`src/rtl/hdmi_fetch_pkg.sv`:
```
// Shared types and defaults for the HDMI scan-out line fetch scheduler.
package hdmi_fetch_pkg;

  typedef enum logic [1:0] {
    ST_IDLE  = 2'd0,
    ST_ARM   = 2'd1,
    ST_ISSUE = 2'd2,
    ST_DONE  = 2'd3
  } fetch_state_e;

  localparam int unsigned DEF_X_SIZE      = 1600;
  localparam int unsigned DEF_Y_SIZE      = 900;
  localparam int unsigned DEF_BURST_WORDS = 64;

  // Words for the next command: a full burst, or whatever is left of the line.
  function automatic logic [31:0] min_chunk(input logic [31:0] burst_words,
                                            input logic [31:0] remaining);
    return (remaining < burst_words) ? remaining : burst_words;
  endfunction

endpackage

```
`src/rtl/hdmi_line_fetch_sched_if.sv`:
```
// Read-command channel between the line fetch scheduler and the DRAM read engine.
interface hdmi_line_fetch_sched_if;
  // kick is valid, busy is ready: a command transfers on any cycle with both
  // high. While kick waits for busy, read_addr/read_num stay stable; only a
  // frame_start may withdraw a pending kick.
  logic        kick;
  logic        busy;
  logic [31:0] read_addr;
  logic [31:0] read_num;

  modport master (output kick, read_addr, read_num, input busy);
  modport slave  (input kick, read_addr, read_num, output busy);
endinterface

```
`src/rtl/hdmi_fifo_credit.sv`:
```
// Pixel FIFO occupancy tracker: counts words issued minus words popped and flags pops from empty.
module hdmi_fifo_credit #(
  parameter int unsigned FIFO_DEPTH = 2048,
  parameter int unsigned LW         = $clog2(FIFO_DEPTH) + 1
) (
  input  logic          clk_i,
  input  logic          rst_ni,
  input  logic          clear_i,
  input  logic          add_i,
  input  logic [LW-1:0] add_num_i,
  input  logic          pop_i,
  output logic [LW-1:0] free_o,
  output logic          underrun_o
);

  logic [LW-1:0] level_q, level_d;
  logic          underrun_q, underrun_d;

  always_comb begin
    level_d    = level_q;
    underrun_d = 1'b0;
    if (clear_i) begin
      level_d = '0;
    end else if (add_i) begin
      // A pop alongside an add never underflows: add_num is at least one.
      level_d = level_q + add_num_i - LW'(pop_i);
    end else if (pop_i) begin
      if (level_q == '0) underrun_d = 1'b1;
      else               level_d    = level_q - LW'(1);
    end
  end

  always_ff @(posedge clk_i or negedge rst_ni) begin
    if (!rst_ni) begin
      level_q    <= '0;
      underrun_q <= 1'b0;
    end else begin
      level_q    <= level_d;
      underrun_q <= underrun_d;
    end
  end

  assign free_o     = LW'(FIFO_DEPTH) - level_q;
  assign underrun_o = underrun_q;

endmodule

```
`src/rtl/hdmi_line_fetch_sched.sv`:
```
// DRAM read scheduler for HDMI scan-out: chunked line fetch, FIFO credit gating, double-buffer swap.
// Optional HDMI_FETCH_STATS_EN adds underrun_cnt_o and lines_fetched_o.
module hdmi_line_fetch_sched
  import hdmi_fetch_pkg::*;
#(
  parameter int unsigned X_SIZE      = DEF_X_SIZE,
  parameter int unsigned Y_SIZE      = DEF_Y_SIZE,
  parameter int unsigned BURST_WORDS = DEF_BURST_WORDS,
  parameter int unsigned FIFO_DEPTH  = 2048,
  parameter int unsigned LINE_STRIDE = 6400
) (
  input  logic                             clk_i,
  input  logic                             rst_ni,
  input  logic                             frame_start_i,
  input  logic                             line_prefetch_i,
  input  logic                             pix_pop_i,
  input  logic [31:0]                      fb_base_a_i,
  input  logic [31:0]                      fb_base_b_i,
  input  logic                             fb_swap_req_i,
  hdmi_line_fetch_sched_if.master          cmd_if,
  output logic                             fb_sel_o,
  output logic                             underrun_o,
  output logic                             frame_done_o,
  output fetch_state_e                     dbg_state_o
`ifdef HDMI_FETCH_STATS_EN
  ,
  output logic [15:0]                      underrun_cnt_o,
  output logic [11:0]                      lines_fetched_o
`endif
);

  localparam int unsigned LW    = $clog2(FIFO_DEPTH) + 1;
  localparam int unsigned OFFW  = $clog2(X_SIZE + 1);
  localparam int unsigned LINEW = $clog2(Y_SIZE + 1);

  fetch_state_e     state_q, state_d;
  logic [LINEW-1:0] line_q, line_d;
  logic [LINEW-1:0] pend_q, pend_d;
  logic [OFFW-1:0]  word_off_q, word_off_d;
  logic             swap_pend_q, swap_pend_d;
  logic             fb_sel_q, fb_sel_d;
  logic [31:0]      addr_q, addr_d;
  logic [31:0]      num_q, num_d;
  logic             frame_done_q, frame_done_d;

  logic [31:0]   chunk;
  logic [31:0]   base;
  logic [31:0]   addr_calc;
  logic          accept;
  logic          line_done;
  logic          pf_inc;
  logic [LW-1:0] free;
  logic          underrun;

  assign chunk     = min_chunk(BURST_WORDS, X_SIZE - 32'(word_off_q));
  assign base      = fb_sel_q ? fb_base_b_i : fb_base_a_i;
  assign addr_calc = base + 32'(line_q) * LINE_STRIDE + (32'(word_off_q) << 2);
  assign accept    = (state_q == ST_ISSUE) && cmd_if.busy;
  assign line_done = (32'(word_off_q) + num_q) == X_SIZE;
  // Prefetches beyond the last line of the frame are dropped.
  assign pf_inc    = line_prefetch_i && ((32'(line_q) + 32'(pend_q)) < Y_SIZE);

  hdmi_fifo_credit #(
    .FIFO_DEPTH (FIFO_DEPTH),
    .LW         (LW)
  ) u_credit (
    .clk_i      (clk_i),
    .rst_ni     (rst_ni),
    .clear_i    (frame_start_i),
    .add_i      (accept),
    .add_num_i  (num_q[LW-1:0]),
    .pop_i      (pix_pop_i),
    .free_o     (free),
    .underrun_o (underrun)
  );

  always_comb begin
    state_d      = state_q;
    line_d       = line_q;
    pend_d       = pend_q;
    word_off_d   = word_off_q;
    swap_pend_d  = swap_pend_q;
    fb_sel_d     = fb_sel_q;
    addr_d       = addr_q;
    num_d        = num_q;
    frame_done_d = 1'b0;
    if (frame_start_i) begin
      // Restart beats everything, including an in-flight command.
      state_d     = ST_ARM;
      line_d      = '0;
      word_off_d  = '0;
      pend_d      = LINEW'(1);
      fb_sel_d    = fb_sel_q ^ swap_pend_q;
      swap_pend_d = fb_swap_req_i;
    end else begin
      if (fb_swap_req_i) swap_pend_d = 1'b1;
      pend_d = pend_q + LINEW'(pf_inc) - LINEW'(accept && line_done);
      case (state_q)
        ST_ARM: begin
          if ((pend_q != '0) && (chunk <= 32'(free))) begin
            state_d = ST_ISSUE;
            addr_d  = addr_calc;
            num_d   = chunk;
          end
        end
        ST_ISSUE: begin
          if (cmd_if.busy) begin
            if (line_done) begin
              word_off_d = '0;
              line_d     = line_q + LINEW'(1);
              if ((32'(line_q) + 32'd1) == Y_SIZE) begin
                state_d      = ST_DONE;
                frame_done_d = 1'b1;
              end else begin
                state_d = ST_ARM;
              end
            end else begin
              word_off_d = OFFW'(32'(word_off_q) + num_q);
              state_d    = ST_ARM;
            end
          end
        end
        default: ;
      endcase
    end
  end

  always_ff @(posedge clk_i or negedge rst_ni) begin
    if (!rst_ni) begin
      state_q      <= ST_IDLE;
      line_q       <= '0;
      pend_q       <= '0;
      word_off_q   <= '0;
      swap_pend_q  <= 1'b0;
      fb_sel_q     <= 1'b0;
      addr_q       <= '0;
      num_q        <= '0;
      frame_done_q <= 1'b0;
    end else begin
      state_q      <= state_d;
      line_q       <= line_d;
      pend_q       <= pend_d;
      word_off_q   <= word_off_d;
      swap_pend_q  <= swap_pend_d;
      fb_sel_q     <= fb_sel_d;
      addr_q       <= addr_d;
      num_q        <= num_d;
      frame_done_q <= frame_done_d;
    end
  end

  assign cmd_if.kick      = (state_q == ST_ISSUE);
  assign cmd_if.read_addr = addr_q;
  assign cmd_if.read_num  = num_q;
  assign fb_sel_o         = fb_sel_q;
  assign underrun_o       = underrun;
  assign frame_done_o     = frame_done_q;
  assign dbg_state_o      = state_q;

`ifdef HDMI_FETCH_STATS_EN
  logic [15:0] underrun_cnt_q;
  logic [11:0] lines_fetched_q;

  always_ff @(posedge clk_i or negedge rst_ni) begin
    if (!rst_ni) begin
      underrun_cnt_q  <= '0;
      lines_fetched_q <= '0;
    end else begin
      if (underrun && (underrun_cnt_q != 16'hFFFF))
        underrun_cnt_q <= underrun_cnt_q + 16'd1;
      if (frame_start_i)
        lines_fetched_q <= '0;
      else if (accept && line_done)
        lines_fetched_q <= lines_fetched_q + 12'd1;
    end
  end

  assign underrun_cnt_o  = underrun_cnt_q;
  assign lines_fetched_o = lines_fetched_q;
`endif

endmodule
```
`src/flat_wrapper.sv`:
```
// flat-port wrapper written by rule: the top's interface ports become plain ports
module hdmi_line_fetch_sched_flat import hdmi_fetch_pkg::*;
#(
  parameter int unsigned X_SIZE      = DEF_X_SIZE,
  parameter int unsigned Y_SIZE      = DEF_Y_SIZE,
  parameter int unsigned BURST_WORDS = DEF_BURST_WORDS,
  parameter int unsigned FIFO_DEPTH  = 2048,
  parameter int unsigned LINE_STRIDE = 6400
)
  (clk_i, rst_ni, frame_start_i, line_prefetch_i, pix_pop_i, fb_base_a_i, fb_base_b_i, fb_swap_req_i, fb_sel_o, underrun_o, frame_done_o, dbg_state_o, cmd_if_kick, cmd_if_read_addr, cmd_if_read_num, cmd_if_busy);
  hdmi_line_fetch_sched_if cmd_if_i ();
  input  logic clk_i;
  input  logic rst_ni;
  input  logic frame_start_i;
  input  logic line_prefetch_i;
  input  logic pix_pop_i;
  input  logic [31:0] fb_base_a_i;
  input  logic [31:0] fb_base_b_i;
  input  logic fb_swap_req_i;
  output logic fb_sel_o;
  output logic underrun_o;
  output logic frame_done_o;
  output fetch_state_e dbg_state_o;
  output wire logic [$bits(cmd_if_i.kick)-1:0] cmd_if_kick;
  output wire logic [$bits(cmd_if_i.read_addr)-1:0] cmd_if_read_addr;
  output wire logic [$bits(cmd_if_i.read_num)-1:0] cmd_if_read_num;
  input wire logic [$bits(cmd_if_i.busy)-1:0] cmd_if_busy;
  assign cmd_if_kick = cmd_if_i.kick;
  assign cmd_if_read_addr = cmd_if_i.read_addr;
  assign cmd_if_read_num = cmd_if_i.read_num;
  assign cmd_if_i.busy = cmd_if_busy;
  hdmi_line_fetch_sched #(.X_SIZE(X_SIZE), .Y_SIZE(Y_SIZE), .BURST_WORDS(BURST_WORDS), .FIFO_DEPTH(FIFO_DEPTH), .LINE_STRIDE(LINE_STRIDE)) u_core (.clk_i(clk_i), .rst_ni(rst_ni), .frame_start_i(frame_start_i), .line_prefetch_i(line_prefetch_i), .pix_pop_i(pix_pop_i), .fb_base_a_i(fb_base_a_i), .fb_base_b_i(fb_base_b_i), .fb_swap_req_i(fb_swap_req_i), .cmd_if(cmd_if_i), .fb_sel_o(fb_sel_o), .underrun_o(underrun_o), .frame_done_o(frame_done_o), .dbg_state_o(dbg_state_o));
endmodule
```
`config.mk`:
```
export PLATFORM = sky130hd
export DESIGN_NAME = hdmi_line_fetch_sched_flat
export DESIGN_NICKNAME = d
export VERILOG_FILES = /design/src/rtl/hdmi_fetch_pkg.sv /design/src/rtl/hdmi_line_fetch_sched_if.sv /design/src/rtl/hdmi_fifo_credit.sv /design/src/rtl/hdmi_line_fetch_sched.sv /design/src/flat_wrapper.sv
export SDC_FILE = /design/constraint.sdc
export NUM_CORES = 1
export LEC_CHECK = 0
export ABC_AREA = 0
export BUFFER_PORTS_ARGS = -buffer_cell sky130_fd_sc_hd__clkbuf_2
export CAP_MARGIN = 20
export CORE_ASPECT_RATIO = 1.75
export CORE_MARGIN = 2
export CORE_UTILIZATION = 37
export CTS_BUF_LIST = sky130_fd_sc_hd__clkbuf_8
export CTS_CLUSTER_SIZE = 24
export DETAILED_ROUTE_END_ITERATION = 6
export GPL_ROUTABILITY_DRIVEN = 1
export SLEW_MARGIN = 20
export SYNTH_ARGS = -nofsm -noshare
export SYNTH_HDL_FRONTEND = slang
export SYNTH_SLANG_ARGS = --single-unit
export TNS_END_PERCENT = 100
```
`constraint.sdc`:
```
create_clock -name clk_i -period 6.05 [get_ports clk_i]
set_input_delay 0.605 -clock clk_i [delete_from_list [all_inputs] [get_ports clk_i]]
set_output_delay 0.605 -clock clk_i [all_outputs]
set_load 0.02 [all_outputs]
```
==> key figures <==
Run status
  – Status: completed

Routing
  – Via count: 8368
  – Final wirelength: 25.7 mm
  – Drt drc: 0
  – Mean number of vias per cell: 5.33
  – DR pass1 iterations: 5
  – Iter 0 DRT Violations: 382
  – Drt wl/cell: 16.4 um
  – Post-route ant nets: 0

Placed design
  – Post-DP HPWL: 20.6 mm
  – Post-DP Area: 0.0106 sq mm
  – Place WS: -0.138 ns
  – Dpl cells: 1548
  – Port buffer count: 140
  – GPL Wtd Cong: 0.921

CTS
  – CTS buffer count: 9
  – Clock root buffer: clkbuf_8
  – Clock transition at path regs: 0.11 ns
  – Clock sinks: 93
  – Cts hold-fix bufs: 0
  – Clk buf depth: 2
  – Max H-tree Level: 3
  – CTS tree: yes
  – Skew-Pair Late Insertion Delay: 0.43 ns

Critical path
  – Setup crit start kind: flip-flop
  – Worst path max stage delay: 0.44 ns
  – Worst Setup End Kind: flip-flop
  – Worst path arrival time: 6.01 ns
  – Reg-to-reg startpoint: u_core.cmd_if.read_num[0]
  – Setup crit start: u_core.cmd_if.read_num[0]
  – Req. time, crit path: 6.33 ns
  – Setup CP Type: reg -> reg
  – Crit path max fanout: 4
  – Critical path's slowest cell: dfrtp_1

Global routing
  – Total congestion overflow: 0
  – GRT Total Usage: 19.2%
  – Vias in the first global route: 8519
  – First-pass GRT wire length: 41.7 mm
  – Initial antenna violation count: 0
  – Largest net degree at the start of global routing: 52

Die
  – CORE AREA: 0.0252 sq mm
  – Chip height: 216 um
  – Initial core utilization: 37.6%
  – Die width: 125 um
  – Die area: 0.0270 sq mm
  – Rows: 77
  – Io pins: 141

Synthesis
  – Syn avg cell area: 8.54 sq um
  – Synth Instances: 1113
  – Synth warn: 0
  – Yosys cell types: 66
  – Seq cells post-synth: 93
  – Post-synth EDFFs: 0
  – Synth Cell Area: 0.00950 sq mm
  – Sequential share of the synthesized area: 24.5%
  – Main synth FF type: dfrtp_1
  – Asr flop ratio synth: 100%

Timing
  – # setup viols final: 0
  – Clk_skew: 0.0225 ns
  – Final Critical Period: 5.73 ns
  – FMAX: 0.175 GHz
  – Period utilization: 94.6%
  – Final Hold Vio Count: 0
  – Worst-Margin Slew: 0.981 ns
  – Final Worst Setup Slack: 0.324 ns
  – Slew headroom: 34.6%
  – RSZ-0062 raised after global routing: yes
  – Count of final max-slew check failures: 0

Power
  – Peak supply drop: 0.130 mV
  – Static Leak: 5.48 nW
  – PD cells: 329 mW/mm^2

Hold path
  – Worst Hold Class: in -> async

Final layout
  – Inserted Diodes: 0
  – Post-Layout Cell Count: 1569
  – Share of cells above drive strength 1: 19.9%
  – Final nets: 1480
  – Post-route design area: 0.0109 sq mm
  – Synth-to-Final Area Change: 15.1%

Run
  – Max-Cap Viols: 0
[layout by cell type (no fill, tap or decap), types with 10 or more instances in the layout]
cell type  instances
and2_1            10
inv_1            115
nor3_1            28
xnor2_1           39
or4_1             11
fa_1              13
a21oi_1           68
nand2_1           90
dfrtp_1           91
nand4_1           14
nor2_1            72
xor2_1            28
mux2_2            28
o31ai_1           23
a21o_1            23
o21ai_0           63
mux2i_1           10
or3_1             10
buf_4             31
ha_1             143
clkbuf_2         139
nand3_1           19
[timing repair]
action | CTS | global route
pin swaps | 0 | 10
buffers inserted | 0 | 5
gates cloned | 0 | 0
setup endpoints to repair | 1 | 7
gates resized for setup | 3 | 25
[state kept, by name (all words and copies together) (netlist names)]
register / cells
u_core.word_off_q: 11
u_core.line_q: 10
u_core.u_credit.underrun_o: 1
u_core.u_credit.level_q: 12
u_core.fb_sel_o: 1
u_core.pend_q: 10
u_core.dbg_state_o: 2
u_core.frame_done_o: 1
u_core.cmd_if.read_addr: 32
u_core.swap_pend_q: 1
u_core.cmd_if.read_num: 12
[cell type report]
class | instances | area (sq um)
multi-input combinational | 860 | 6610
clock buffer | 9 | 124
tap | 316 | 395
clock inverter | 7 | 120
timing repair buffer | 170 | 928
fill | 2541 | 14300
inverter | 114 | 428
sequential | 93 | 2330
[synth_stat cells, drive strengths merged, types with 6 or more instances]
cell type | count | area share (%)
a211oi | 9 | 0.82
a21o | 23 | 1.8
a21oi | 71 | 3.7
a22o | 6 | 0.55
a31oi | 9 | 0.59
and2 | 10 | 0.66
and3 | 7 | 0.46
buf | 25 | 1.9
clkbuf | 25 | 0.99
dfrtp | 93 | 24
fa | 14 | 2.9
ha | 147 | 19
inv | 114 | 4.5
mux2 | 28 | 3.3
mux2i | 10 | 1.1
nand2 | 90 | 3.6
nand2b | 6 | 0.40
nand3 | 19 | 1.0
nand3b | 6 | 0.47
nand4 | 14 | 0.92
nor2 | 72 | 2.8
nor2b | 10 | 0.66
nor3 | 29 | 1.6
nor3b | 6 | 0.47
nor4 | 7 | 0.46
o21a | 9 | 0.71
o21ai | 69 | 3.6
o31ai | 24 | 2.0
or2 | 8 | 0.53
or3 | 11 | 0.72
or4 | 12 | 0.99
xnor2 | 39 | 3.6
xor2 | 28 | 2.6
[power by group]
group | internal (W) | total, W | leakage (nW) | switching (W)
clock network | 0.000277 | 0.000549 | 0.126 | 0.000273
logic | 0.000908 | 0.00210 | 4.15 | 0.00119
registers | 0.000791 | 0.000946 | 1.21 | 0.000155
total | 0.00198 | 0.00360 | 5.48 | 0.00162
[critical path, delay by kind of cell, from the launching register on]
family	cells	cell delay [ns]
XOR/XNOR	1	0.13
flip-flops	1	0.44
buffers and inverters	3	0.28
AND/OR/NAND/NOR	9	1.66
AO/OA/AOI/OAI	12	1.79
adder cells (fa/ha/maj)	5	1.28
[kinds of logic after synthesis]
family | synth area share [%]
AO/OA/AOI/OAI | 18.8
adder cells (fa/ha/maj) | 22.3
AND/OR/NAND/NOR | 16.5
multiplexers | 4.37
flip-flops | 24.5
other | 0.0395
XOR/XNOR | 6.18
buffers and inverters | 7.35
[per-layer routing]
metal / track usage [%] / share of wire [%] / wire (um)
met1: 19.3 / 37 / 9630
met5: 0 / 0 / 0
met3: 2.53 / 3.2 / 814
met2: 37.5 / 55 / 14200
met4: 10.4 / 4.1 / 1050
[worst paths after layout]
path / to / slack, ns / cells past startpoint
worst max-delay path: u_core.pend_q[9] / 0.32 / 30
worst max register to register: u_core.pend_q[9] / 0.32 / 30
worst min register to register: u_core.cmd_if.read_addr[21] / 0.49 / 2
min in group clk_i: u_core.swap_pend_q / 0.35 / 2
worst min-delay path: u_core.line_q[8] / 0.24 / 1
max in group asynchronous: u_core.line_q[1] / 4.66 / 2
[metrics by stage]
stage | hold WS, ns | util (%) | power [W] | setup TNS (ns)
2_1_floorplan | 0.309 | - | 0.00246 | 0
3_3_place_gp | 0.461 | 41.8 | 0.00298 | 0
3_5_place_dp | 0.473 | 41.8 | 0.00302 | -0.138
4_1_cts | 0.248 | 42.8 | 0.00360 | 0
5_1_grt | 0.276 | 43.3 | 0.00393 | -0.117
6_report | 0.242 | 43.3 | 0.00360 | 0
Note: power is estimated with default switching activity, not from simulation.
